==> src/rtl/spi_minion_pkg.sv <==
// Shared types and constants for the SPI minion front end.
package spi_minion_pkg;

   localparam int SYNC_DEPTH = 2;

   typedef enum logic {
      IDLE  = 1'b0,
      SHIFT = 1'b1
   } state_e;

   // Counter must reach BIT_WIDTH+1 so over-long frames stay distinguishable.
   function automatic int cnt_width(input int bit_width);
      return $clog2(bit_width + 2);
   endfunction

endpackage

==> src/rtl/spi_minion_frontend_if.sv <==
// Stream side of the SPI minion: received frames out, transmit words in.
interface spi_minion_frontend_if #(
   parameter int BIT_WIDTH = 24
);
   logic [BIT_WIDTH-1:0] recv_msg;
   logic                 recv_val;
   logic                 recv_rdy;
   logic [BIT_WIDTH-1:0] send_msg;
   logic                 send_val;
   logic                 send_rdy;

   modport master (
      output recv_msg, recv_val, send_rdy,
      input  recv_rdy, send_msg, send_val
   );

   modport slave (
      input  recv_msg, recv_val, send_rdy,
      output recv_rdy, send_msg, send_val
   );
endinterface

==> src/rtl/spi_minion_sync_edge.sv <==
// Two-flop synchroniser for one SPI pin plus a history flop for edge pulses.
module spi_minion_sync_edge
   import spi_minion_pkg::*;
(
   input  logic clk,
   input  logic reset,
   input  logic pin,
   output logic level,
   output logic rise,
   output logic fall
);

   logic [SYNC_DEPTH-1:0] sync_q;
   logic                  hist_q;

   always_ff @(posedge clk or negedge reset) begin
      if (!reset) begin
         sync_q <= '0;
         hist_q <= 1'b0;
      end else begin
         sync_q <= {sync_q[SYNC_DEPTH-2:0], pin};
         hist_q <= sync_q[SYNC_DEPTH-1];
      end
   end

   assign level = sync_q[SYNC_DEPTH-1];
   assign rise  = level & ~hist_q;
   assign fall  = ~level & hist_q;

endmodule

==> src/rtl/spi_minion_frontend.sv <==
// SPI mode-0 minion oversampled by clk, bridged to a valid/ready stream.
// Optional buffered-frame parity output enabled by SPI_MINION_FRONTEND_PARITY_EN.
module spi_minion_frontend
   import spi_minion_pkg::*;
#(
   parameter int BIT_WIDTH = 24
) (
   input  logic                  clk,
   input  logic                  reset,
   input  logic                  cs,
   input  logic                  sclk,
   input  logic                  mosi,
   output logic                  miso,
   spi_minion_frontend_if.master bus,
   output logic                  overflow,
   output logic                  parity
);

   localparam int             CW       = cnt_width(BIT_WIDTH);
   localparam logic [CW-1:0]  CNT_FULL = CW'(BIT_WIDTH);
   localparam logic [CW-1:0]  CNT_SAT  = CW'(BIT_WIDTH + 1);

   logic cs_lvl, cs_rise, cs_fall;
   logic sclk_lvl, sclk_rise, sclk_fall;
   logic mosi_lvl, mosi_rise_unused, mosi_fall_unused;

   spi_minion_sync_edge u_cs (
      .clk(clk), .reset(reset), .pin(cs),
      .level(cs_lvl), .rise(cs_rise), .fall(cs_fall)
   );
   spi_minion_sync_edge u_sclk (
      .clk(clk), .reset(reset), .pin(sclk),
      .level(sclk_lvl), .rise(sclk_rise), .fall(sclk_fall)
   );
   spi_minion_sync_edge u_mosi (
      .clk(clk), .reset(reset), .pin(mosi),
      .level(mosi_lvl), .rise(mosi_rise_unused), .fall(mosi_fall_unused)
   );

   state_e               state_q, state_d;
   logic [CW-1:0]        cnt_q;
   logic [BIT_WIDTH-1:0] rx_q, tx_q, buf_q;
   logic                 val_q, ovf_q;
   logic                 start, send_rdy, frame_done, load, drain;

   always_ff @(posedge clk or negedge reset) begin
      if (!reset) state_q <= IDLE;
      else        state_q <= state_d;
   end

   always_comb begin
      state_d    = state_q;
      start      = 1'b0;
      send_rdy   = 1'b0;
      frame_done = 1'b0;
      case (state_q)
         IDLE: begin
            if (cs_fall) begin
               state_d  = SHIFT;
               start    = 1'b1;
               send_rdy = bus.send_val;
            end
         end
         SHIFT: begin
            if (cs_rise) begin
               state_d    = IDLE;
               frame_done = (cnt_q == CNT_FULL);
            end
         end
         default: state_d = IDLE;
      endcase
   end

   // A full buffer only takes a new frame if it is being drained this cycle.
   assign load  = frame_done && (!val_q || bus.recv_rdy);
   assign drain = val_q && bus.recv_rdy && !load;

   always_ff @(posedge clk or negedge reset) begin
      if (!reset) begin
         cnt_q <= '0;
         rx_q  <= '0;
         tx_q  <= '0;
      end else if (start) begin
         cnt_q <= '0;
         tx_q  <= bus.send_val ? bus.send_msg : '0;
      end else if (state_q == SHIFT) begin
         if (sclk_rise) begin
            rx_q <= {rx_q[BIT_WIDTH-2:0], mosi_lvl};
            if (cnt_q != CNT_SAT) cnt_q <= cnt_q + 1'b1;
         end
         if (sclk_fall) tx_q <= {tx_q[BIT_WIDTH-2:0], 1'b0};
      end
   end

   always_ff @(posedge clk or negedge reset) begin
      if (!reset) begin
         buf_q <= '0;
         val_q <= 1'b0;
         ovf_q <= 1'b0;
      end else begin
         if (load) begin
            buf_q <= rx_q;
            val_q <= 1'b1;
         end else if (drain) begin
            val_q <= 1'b0;
         end
         if (frame_done && !load) ovf_q <= 1'b1;
      end
   end

`ifdef SPI_MINION_FRONTEND_PARITY_EN
   logic par_q;

   always_ff @(posedge clk or negedge reset) begin
      if (!reset)     par_q <= 1'b0;
      else if (load)  par_q <= ^rx_q;
      else if (drain) par_q <= 1'b0;
   end

   assign parity = par_q;
`else
   assign parity = 1'b0;
`endif

   assign miso         = (state_q == SHIFT) & tx_q[BIT_WIDTH-1];
   assign bus.send_rdy = send_rdy;
   assign bus.recv_msg = buf_q;
   assign bus.recv_val = val_q;
   assign overflow     = ovf_q;

endmodule

==> src/flat_wrapper.sv <==
// flat-port wrapper written by rule: the top's interface ports become plain ports
module spi_minion_frontend_flat import spi_minion_pkg::*;
#(
   parameter int BIT_WIDTH = 24
)
  (clk, reset, cs, sclk, mosi, miso, overflow, parity, bus_recv_msg, bus_recv_val, bus_send_rdy, bus_recv_rdy, bus_send_msg, bus_send_val);
  spi_minion_frontend_if #(.BIT_WIDTH(BIT_WIDTH)) bus_i ();
  input  logic clk;
  input  logic reset;
  input  logic cs;
  input  logic sclk;
  input  logic mosi;
  output logic miso;
  output logic overflow;
  output logic parity;
  output wire logic [$bits(bus_i.recv_msg)-1:0] bus_recv_msg;
  output wire logic [$bits(bus_i.recv_val)-1:0] bus_recv_val;
  output wire logic [$bits(bus_i.send_rdy)-1:0] bus_send_rdy;
  input wire logic [$bits(bus_i.recv_rdy)-1:0] bus_recv_rdy;
  input wire logic [$bits(bus_i.send_msg)-1:0] bus_send_msg;
  input wire logic [$bits(bus_i.send_val)-1:0] bus_send_val;
  assign bus_recv_msg = bus_i.recv_msg;
  assign bus_recv_val = bus_i.recv_val;
  assign bus_send_rdy = bus_i.send_rdy;
  assign bus_i.recv_rdy = bus_recv_rdy;
  assign bus_i.send_msg = bus_send_msg;
  assign bus_i.send_val = bus_send_val;
  spi_minion_frontend #(.BIT_WIDTH(BIT_WIDTH)) u_core (.clk(clk), .reset(reset), .cs(cs), .sclk(sclk), .mosi(mosi), .miso(miso), .bus(bus_i), .overflow(overflow), .parity(parity));
endmodule
==> config.mk <==
export PLATFORM = sky130hd
export DESIGN_NAME = spi_minion_frontend_flat
export DESIGN_NICKNAME = d
export VERILOG_FILES = /design/src/rtl/spi_minion_pkg.sv /design/src/rtl/spi_minion_frontend_if.sv /design/src/rtl/spi_minion_sync_edge.sv /design/src/rtl/spi_minion_frontend.sv /design/src/flat_wrapper.sv
export SDC_FILE = /design/constraint.sdc
export NUM_CORES = 1
export LEC_CHECK = 0
export CORE_MARGIN = 5
export CORE_UTILIZATION = 53
export CTS_CLUSTER_DIAMETER = 200
export DETAILED_ROUTE_END_ITERATION = 7
export PLACE_DENSITY = 0.79
export REMOVE_ABC_BUFFERS = 1
export SETUP_SLACK_MARGIN = 0.3
export SYNTH_ARGS = -nofsm -noshare
export SYNTH_HDL_FRONTEND = slang
export SYNTH_HIERARCHICAL = 1
export SYNTH_SLANG_ARGS = --single-unit
==> constraint.sdc <==
create_clock -name clk -period 2.05 [get_ports clk]
set_clock_uncertainty 0.15 [all_clocks]
set_input_delay 0.205 -clock clk [delete_from_list [all_inputs] [get_ports clk]]
set_output_delay 0.205 -clock clk [all_outputs]
set_load 0.01 [all_outputs]
Yosys cells after proc, flatten, opt, wreduce, memory -nomap -nowiden
Cells that the tools add are included.
{"block": "classes", "eq_ne": 2, "bitwise_logic": 11, "div": 0, "magnitude_cmp": 0, "muxes": 18, "add_sub_neg": 1, "multipliers": 0, "shifts": 0, "reduce_logical": 15}
{"operator": "2-to-1 mux 24 bit", "count": 4}
{"operator": "2-to-1 mux 5 bit", "count": 4}
{"operator": "nonzero test 2 bit", "count": 5}
{"operator": "2-to-1 mux 1 bit", "count": 9}
{"operator": "NOT 1 bit", "count": 6}
{"operator": "AND reduction 3 bit", "count": 2}
{"operator": "adder 5 x 1 -> 5 bit (second input constant)", "count": 1}
{"operator": "AND 1 bit", "count": 5}
{"operator": "== test 5 bit (second input constant)", "count": 1}
{"operator": "!= test 5 bit (second input constant)", "count": 1}
{"operator": "logical AND 1 bit", "count": 4}
{"operator": "logical NOT 1 bit", "count": 2}
{"operator": "case mux 1 bit (2 select lines)", "count": 1}
{"operator": "AND reduction 2 bit", "count": 1}
{"operator": "logical OR 1 bit", "count": 1}
{"block": "totals", "inputBits": 31, "ff_bits": 88, "mem_count": 0, "mem_bits_rw": 0, "mem_bits_ro": 0, "latchBits": 0}

Logic depth before layout (Yosys ltp)
Gate-level depths: netlist of the first run.
{"block": "depth", "word_depth": 9, "depth_mapped": 6}

By module
Netlist of the first run, hierarchy kept.
{"mod": "spi_minion_frontend", "instances": 1, "cells_per_inst": 282, "seq_area_each_um2": 2001.9, "area_per_inst_um2": 3574.7}
{"mod": "spi_minion_sync_edge", "instances": 3, "cells_per_inst": 5, "seq_area_each_um2": 75.1, "area_per_inst_um2": 90.1}

Worst setup path before layout of the first run
OpenSTA, ideal clock, no wires.
{"block": "synth_timing", "path_type": "flip-flop to flip-flop", "start": "register u_core.cnt_q[0]", "end": "register u_core.buf_q[10] (netlist: u_core/bus.recv_msg[10])", "required_time_ps": 1775, "setup_time_ps": 125, "setup_slack_ps": 279, "n_path_buf": 1, "t_arrival_ps": 1496, "stages_incl_launch_ff": 7, "cell_sequence": "dfrtp_1 > inv_1 > ha_1 > nand2_1 > nor3_4 > buf_6 > mux2_4"}
{"block": "synth_via", "elab_chain_len": 4}
{"item": "start, declared", "line": "spi_minion_frontend.sv:41", "source": "logic [CW-1:0] cnt_q;"}
{"item": "start signal, assigned", "line": "spi_minion_frontend.sv:89", "source": "if (cnt_q != CNT_SAT) cnt_q <= cnt_q + 1'b1;"}
{"item": "== test 5 bit", "line": "spi_minion_frontend.sv:67", "source": "frame_done = (cnt_q == CNT_FULL);"}
{"item": "2-to-1 mux 1 bit", "line": "spi_minion_frontend.sv:65", "source": "if (cs_rise) begin"}
{"item": "2-to-1 mux 1 bit", "line": "spi_minion_frontend.sv:56", "source": "case (state_q)"}
{"item": "logical AND 1 bit", "line": "spi_minion_frontend.sv:75", "source": "assign load = frame_done && (!val_q || bus.recv_rdy);"}
{"item": "end signal, assigned", "line": "spi_minion_frontend.sv:102", "source": "buf_q <= rx_q;"}
{"item": "end, declared", "line": "spi_minion_frontend.sv:42", "source": "logic [BIT_WIDTH-1:0] rx_q, tx_q, buf_q;"}
Every way passes these cells.
A chain may end at the register's enable or synchronous reset.

Worst setup path in the final report of the first run
{"block": "layout_timing", "start": "register u_core.cnt_q[1]", "end": "register u_core.buf_q[9] (netlist: u_core/bus.recv_msg[9])"}
The elaborated chain is that of the path after synthesis.

==> metrics.cfg, run 1 <==
[drt]
drc=0
vias=2583
drt-vias-per-instance=5.45
drt_iter0_markers=118
drt_wl_total_um=8540
drtAntennaViolNets=0
drt_first_pass_iters=4
wl_per_cell_um=18.0

[run]
maxCapViolations=0

[clocking]
cts_sinks=88
clk_latency_ns=0.36
cts_made_buffers=9
clk_pin_slew_ns=0.09
cts_tree=yes
ctsHtreeMaxLevel=3
clockBufferDepth=2
cts-root-buf=clkbuf_8

[floorplanning]
initial_core_util_pct=55.1
dieArea_sq_um=8970
boundaryPins=60
die_w_um=94.7
dieHeight_um=94.7
fp-row-count=30
core_sq_um=6910

[layout]
finalNetCount=407
layout_common_cells=87 x dfrtp_1, 55 x clkdlybuf4s50_1, 27 x o21ai_0
drive_gt1_share_pct=29.6
final_common_cell=dfrtp_1
post-route-util_pct=73.3
n_antenna_cell=0
area_growth_pct=33.0

[grt]
grt_use_total_pct=18.8
overflow=0
first_global_vias=2658
grt_first_pass_wirelength_um=13000
antenna_found_initial=0
grt_max_degree=41

[timing]
finalSetupViolations=0
period_needed_ns=1.81
max_freq_mhz=553
finalHoldViolations=0
hold_ws_ns=0.138
fin_crit_sh_pct=88.2
fin_ws_ns=0.243
drv_slew=0
rsz0062_at_grt=yes

[place]
finalWeightedCongestion=0.829
post-place-ws_ns=0.0530
place_hpwl_um=4940
io_buffers=58

[worst_setup_path]
critical_path_class=flip-flop to flip-flop
start_kind=flip-flop
path_cells=inv_2 > ha_4 > nand2_4 > nor3_4 > buf_6 > clkbuf_16 > mux2_4
critPathCaptureType=flip-flop
required_ns=2.14
critPathMaxFanout=6
cp_slowest_cell=dfrtp_1
crit_family=buffers and inverters
worstPathArrival_ns=1.90
slowest_delay_ns=0.42
crit_buf_inv=3

[synth]
synth_area_sq_um=3800
syn_inst=294
synth_warnings=6
avgSynthCellArea_sq_um=12.9

[power]
leakagePower_nw=2.40
ir_worst_vdd_mv=0.419
finalPower_mw=4.46
power_density_nw_per_um2=880

[status]
status=completed

[worst_hold_path]
hp-class=input pin to flip-flop

## report_power, final
part	leakage (nW)	switching, mW	internal (mW)	total (mW)
Sequential	1.18	0.179	2.01	2.19
Clock	0.124	0.656	0.823	1.48
Combinational	1.10	0.373	0.411	0.784
## state kept, by name, summed over array words and instances (netlist names)
name and count:
u_core/bus.recv_msg 24, u_core/u_cs/hist_q 1, u_core/u_sclk/sync_q 2, u_core/tx_q 24, u_core/overflow 1, u_core/u_sclk/hist_q 1
u_core/rx_q 24, u_core/u_cs/sync_q 2, u_core/cnt_q 5, u_core/u_mosi/sync_q 2, u_core/bus.recv_val 1, u_core/state_q 1
## area by class of cell
cell class	instances	area, sq um
sequential	88	2200
fill	486	1850
multi-input combinational	182	1540
timing repair buffer	89	936
clock inverter	7	125
clock buffer	9	124
tap	96	120
inverter	3	11.3
## routing by layer
metal	global-route usage (%)	share of wire (%)	routed length, um	up-vias
li1	-	-	-	1204
met1	25.2	44	3740	1281
met2	29.0	49	4200	83
met3	5.10	5.5	469	15
met4	7.81	1.6	137	0
met5	0	0	0	-
## metrics by stage
| stage | instances | TNS [ns] | instance area, sq um |
|---|---|---|---|
| detailed placement | 442 | 0 | 4530 |
| global route | 474 | 0 | 5060 |
| global placement | 442 | 0 | 4530 |
| finish | 474 | 0 | 5060 |
| floorplan | 273 | -31.06 | 3690 |
| CTS | 464 | 0 | 4870 |
## worst reg2reg max path, delay by kind of cell (launching register included)
kind	cells	cell delay [ns]
adders and majority gates	1	0.14
buffers and inverters	3	0.42
DFF	1	0.42
and+or+nand+nor	2	0.27
muxes	1	0.30
## path summary, 6_finish.rpt
path,start,endpoint,slack (ns),cells after the start
worst max-delay path,u_core/cnt_q[1],u_core/bus.recv_msg[9],0.24,7
worst min-delay path,mosi,u_core/u_mosi/sync_q[0],0.14,1
worst max register to register,u_core/cnt_q[1],u_core/bus.recv_msg[9],0.24,7
worst min register to register,u_core/u_cs/sync_q[0],u_core/u_cs/sync_q[1],0.20,0
max in group asynchronous,reset,u_core/state_q,0.87,3
min in group asynchronous,reset,u_core/tx_q[14],0.21,2
## repair_timing
action,CTS,global route
endpoints found under the hold margin,36,0
gates resized for setup,10,25
cloned,1,2
setup buffers,4,8
endpoints found under the setup margin,49,54
pin swaps,1,2
hold buffers,1,0
Power figures use the tool's default switching activity.
==> run 2, diff against run 1 <==
CORE_MARGIN = 8   (was 5)
GPL_ROUTABILITY_DRIVEN = 0   (was unset)
==> metrics.cfg, run 2 (same netlist as run 1, synthesis figures left out) <==
[worst_setup_path]
critPathMaxFanout=6  ; unchanged
reg2reg_setup_slack_ns=0.22  ; -0.02 ns
rr_worst_depth=8  ; +1
crit_buf_inv=4  ; +1
path_cells=inv_2 > ha_4 > nand2_2 > nor3_4 > buf_6 > buf_6 > buf_16 > mux2_4
critical_path_class=flip-flop to flip-flop
worstPathArrival_ns=1.92  ; +0.02 ns
cp_slowest_cell=dfrtp_1
start_kind=flip-flop
cpMostUsedCell=buf_6
slowest_delay_ns=0.41  ; about the same
required_ns=2.14  ; about the same
r2r-start=u_core/cnt_q[0]
crit_family=buffers and inverters
reg2reg_to=u_core/bus.recv_msg[15]
critPathCaptureType=flip-flop

[clocking]
ctsHtreeMaxLevel=3  ; unchanged
cts_tree=yes
cts_sinks=88  ; unchanged
cts_made_buffers=9  ; unchanged
clockBufferDepth=2  ; unchanged
cts-root-buf=clkbuf_8
clk_latency_ns=0.36  ; about the same
clk_pin_slew_ns=0.09  ; about the same

[timing]
period_needed_ns=1.83  ; +0.0200 ns
rsz0062_at_grt=yes
fin_ws_ns=0.223  ; -0.0200 ns
drv_slew=0  ; unchanged
fin_crit_sh_pct=89.1  ; +0.97 points
hold_ws_ns=0.130  ; -0.00771 ns
finalHoldViolations=0  ; unchanged
setup-tns-final_ns=0  ; unchanged
finalSetupViolations=0  ; unchanged
max_freq_mhz=547  ; -1.1%

[floorplanning]
dieArea_sq_um=10100  ; +13%
initial_core_util_pct=53.6  ; -1.5 points
boundaryPins=60  ; unchanged
fp-row-count=31  ; +3.3%
die_w_um=101  ; +6.3%
core_sq_um=7100  ; +2.8%
dieHeight_um=101  ; +6.3%

[drt]
drt_iter0_markers=106  ; -10%
drt_wl_total_um=8070  ; -5.5%
vias=2529  ; -2.1%
drt_first_pass_iters=5  ; +1
drt-vias-per-instance=5.35  ; -1.9%
drtAntennaViolNets=0  ; unchanged
wl_per_cell_um=17.1  ; -5.3%
drc=0  ; unchanged

[layout]
final_common_cell=dfrtp_1
fillers=505  ; +3.9%
regArea_sq_um=2200  ; unchanged
multiInputGateArea_sq_um=1530  ; -0.73%
final_cells=473  ; -0.21%
area_growth_pct=32.1
final_cell_area_sq_um=5020  ; -0.69%
layout_common_cells=87 x dfrtp_1, 55 x clkdlybuf4s50_1, 27 x o21ai_0
finalNetCount=403  ; -0.98%
n_antenna_cell=0  ; unchanged
drive_gt1_share_pct=28.3  ; -1.3 points
post-route-util_pct=70.8  ; -2.5 points

[run]
maxCapViolations=0  ; unchanged

[grt]
overflow=0  ; unchanged
met2_usage_pct=25.6  ; -3.4 points
first_global_vias=2676  ; +0.68%
grt_use_total_pct=16.9  ; -1.9 points
busiest_layer=met2
grt_first_pass_wirelength_um=13500  ; +3.8%
grtUsageMet3_pct=5.32  ; +0.22 points
use_met1_pct=21.9  ; -3.3 points
grt_max_degree=48  ; +17%
antenna_found_initial=0  ; unchanged

[power]
finalPower_mw=4.13  ; -7.3%
ir_worst_vdd_mv=0.547  ; +30%
leakagePower_nw=2.35  ; -2.3%
power_density_nw_per_um2=822  ; -6.7%

[place]
io_buffers=58  ; unchanged
post-place-ws_ns=0.0560  ; +0.00301 ns
dp_cells=440  ; -0.45%
placed_cell_area_sq_um=4540  ; about the same
place_hpwl_um=4810  ; -2.7%

[worst_hold_path]
hp-class=input pin to flip-flop
hold_path_end=u_core/u_cs/sync_q[0]
min_path_cells=1  ; unchanged
hold_start=cs

[status]
status=completed

run 2: cell count changes in the layout (fill, tap and decap cells not counted), sizes merged:
cell           previous run  this run
buf                      30        27
bufinv                    3         1
clkdlybuf4s15             0         1
clkinv                    2         0
clkinvlp                  0         4
dlygate4sd2               1         0
inv                       5         4
run 2: worst max-delay path by stage:
stage	from	endpoint	depth (start not counted)	slack, ns
3_5_place_dp	bus_recv_rdy	u_core/bus.recv_msg[2]	5	0.06
6_report	u_core/cnt_q[0]	u_core/bus.recv_msg[15]	8	0.22
3_3_place_gp	bus_recv_rdy	u_core/bus.recv_msg[0]	5	0.07
2_1_floorplan	u_core/state_q	u_core/tx_q[10]	2	-0.87
5_1_grt	u_core/u_cs/hist_q	u_core/bus.recv_msg[9]	7	0.15
4_1_cts	u_core/u_cs/sync_q[1]	bus_send_rdy	4	0.11
run 2: final cells by class:
class                   instances  share of cell area (%)
clock buffers                  10                    2.54
clock inverters                 6                    1.37
inverters                       3                   0.224
multi-input cells             182                    30.4
flip-flops and latches         88                    43.8
well taps                      99                    2.47
repair buffers                 85                    19.1
run 2: timing repair:
| item | in CTS | in global routing |
|---|---|---|
| endpoints found under the hold margin | 33 | 0 |
| pin swaps | 1 | 1 |
| cloned | 3 | 0 |
| endpoints found under the setup margin | 43 | 45 |
| hold buffers | 1 | 0 |
| setup buffers | 8 | 5 |
| gates resized for setup | 18 | 13 |
run 2: worst register-to-register path: cells and delay by family, from the launching register on:
kind                       cells  cell delay, ns
and+or+nand+nor                2            0.28
adders and majority gates      1            0.13
DFF                            1            0.41
buffers and inverters          4            0.45
muxes                          1            0.30
run 2: report_power, final:
group / internal [mW] / total (mW) / switching, mW / leakage, nW
clock: 0.568 / 1.20 / 0.628 / 0.0851
sequential: 2.01 / 2.18 / 0.168 / 1.18
combinational: 0.396 / 0.751 / 0.355 / 1.08
total: 2.98 / 4.13 / 1.15 / 2.35
run 2: metal layers:
metal | wire length [um] | vias up
met3 | 488 | 15
li1 | - | 1197
met1 | 3760 | 1251
met2 | 3680 | 66
met5 | 0 | -
met4 | 144 | 0
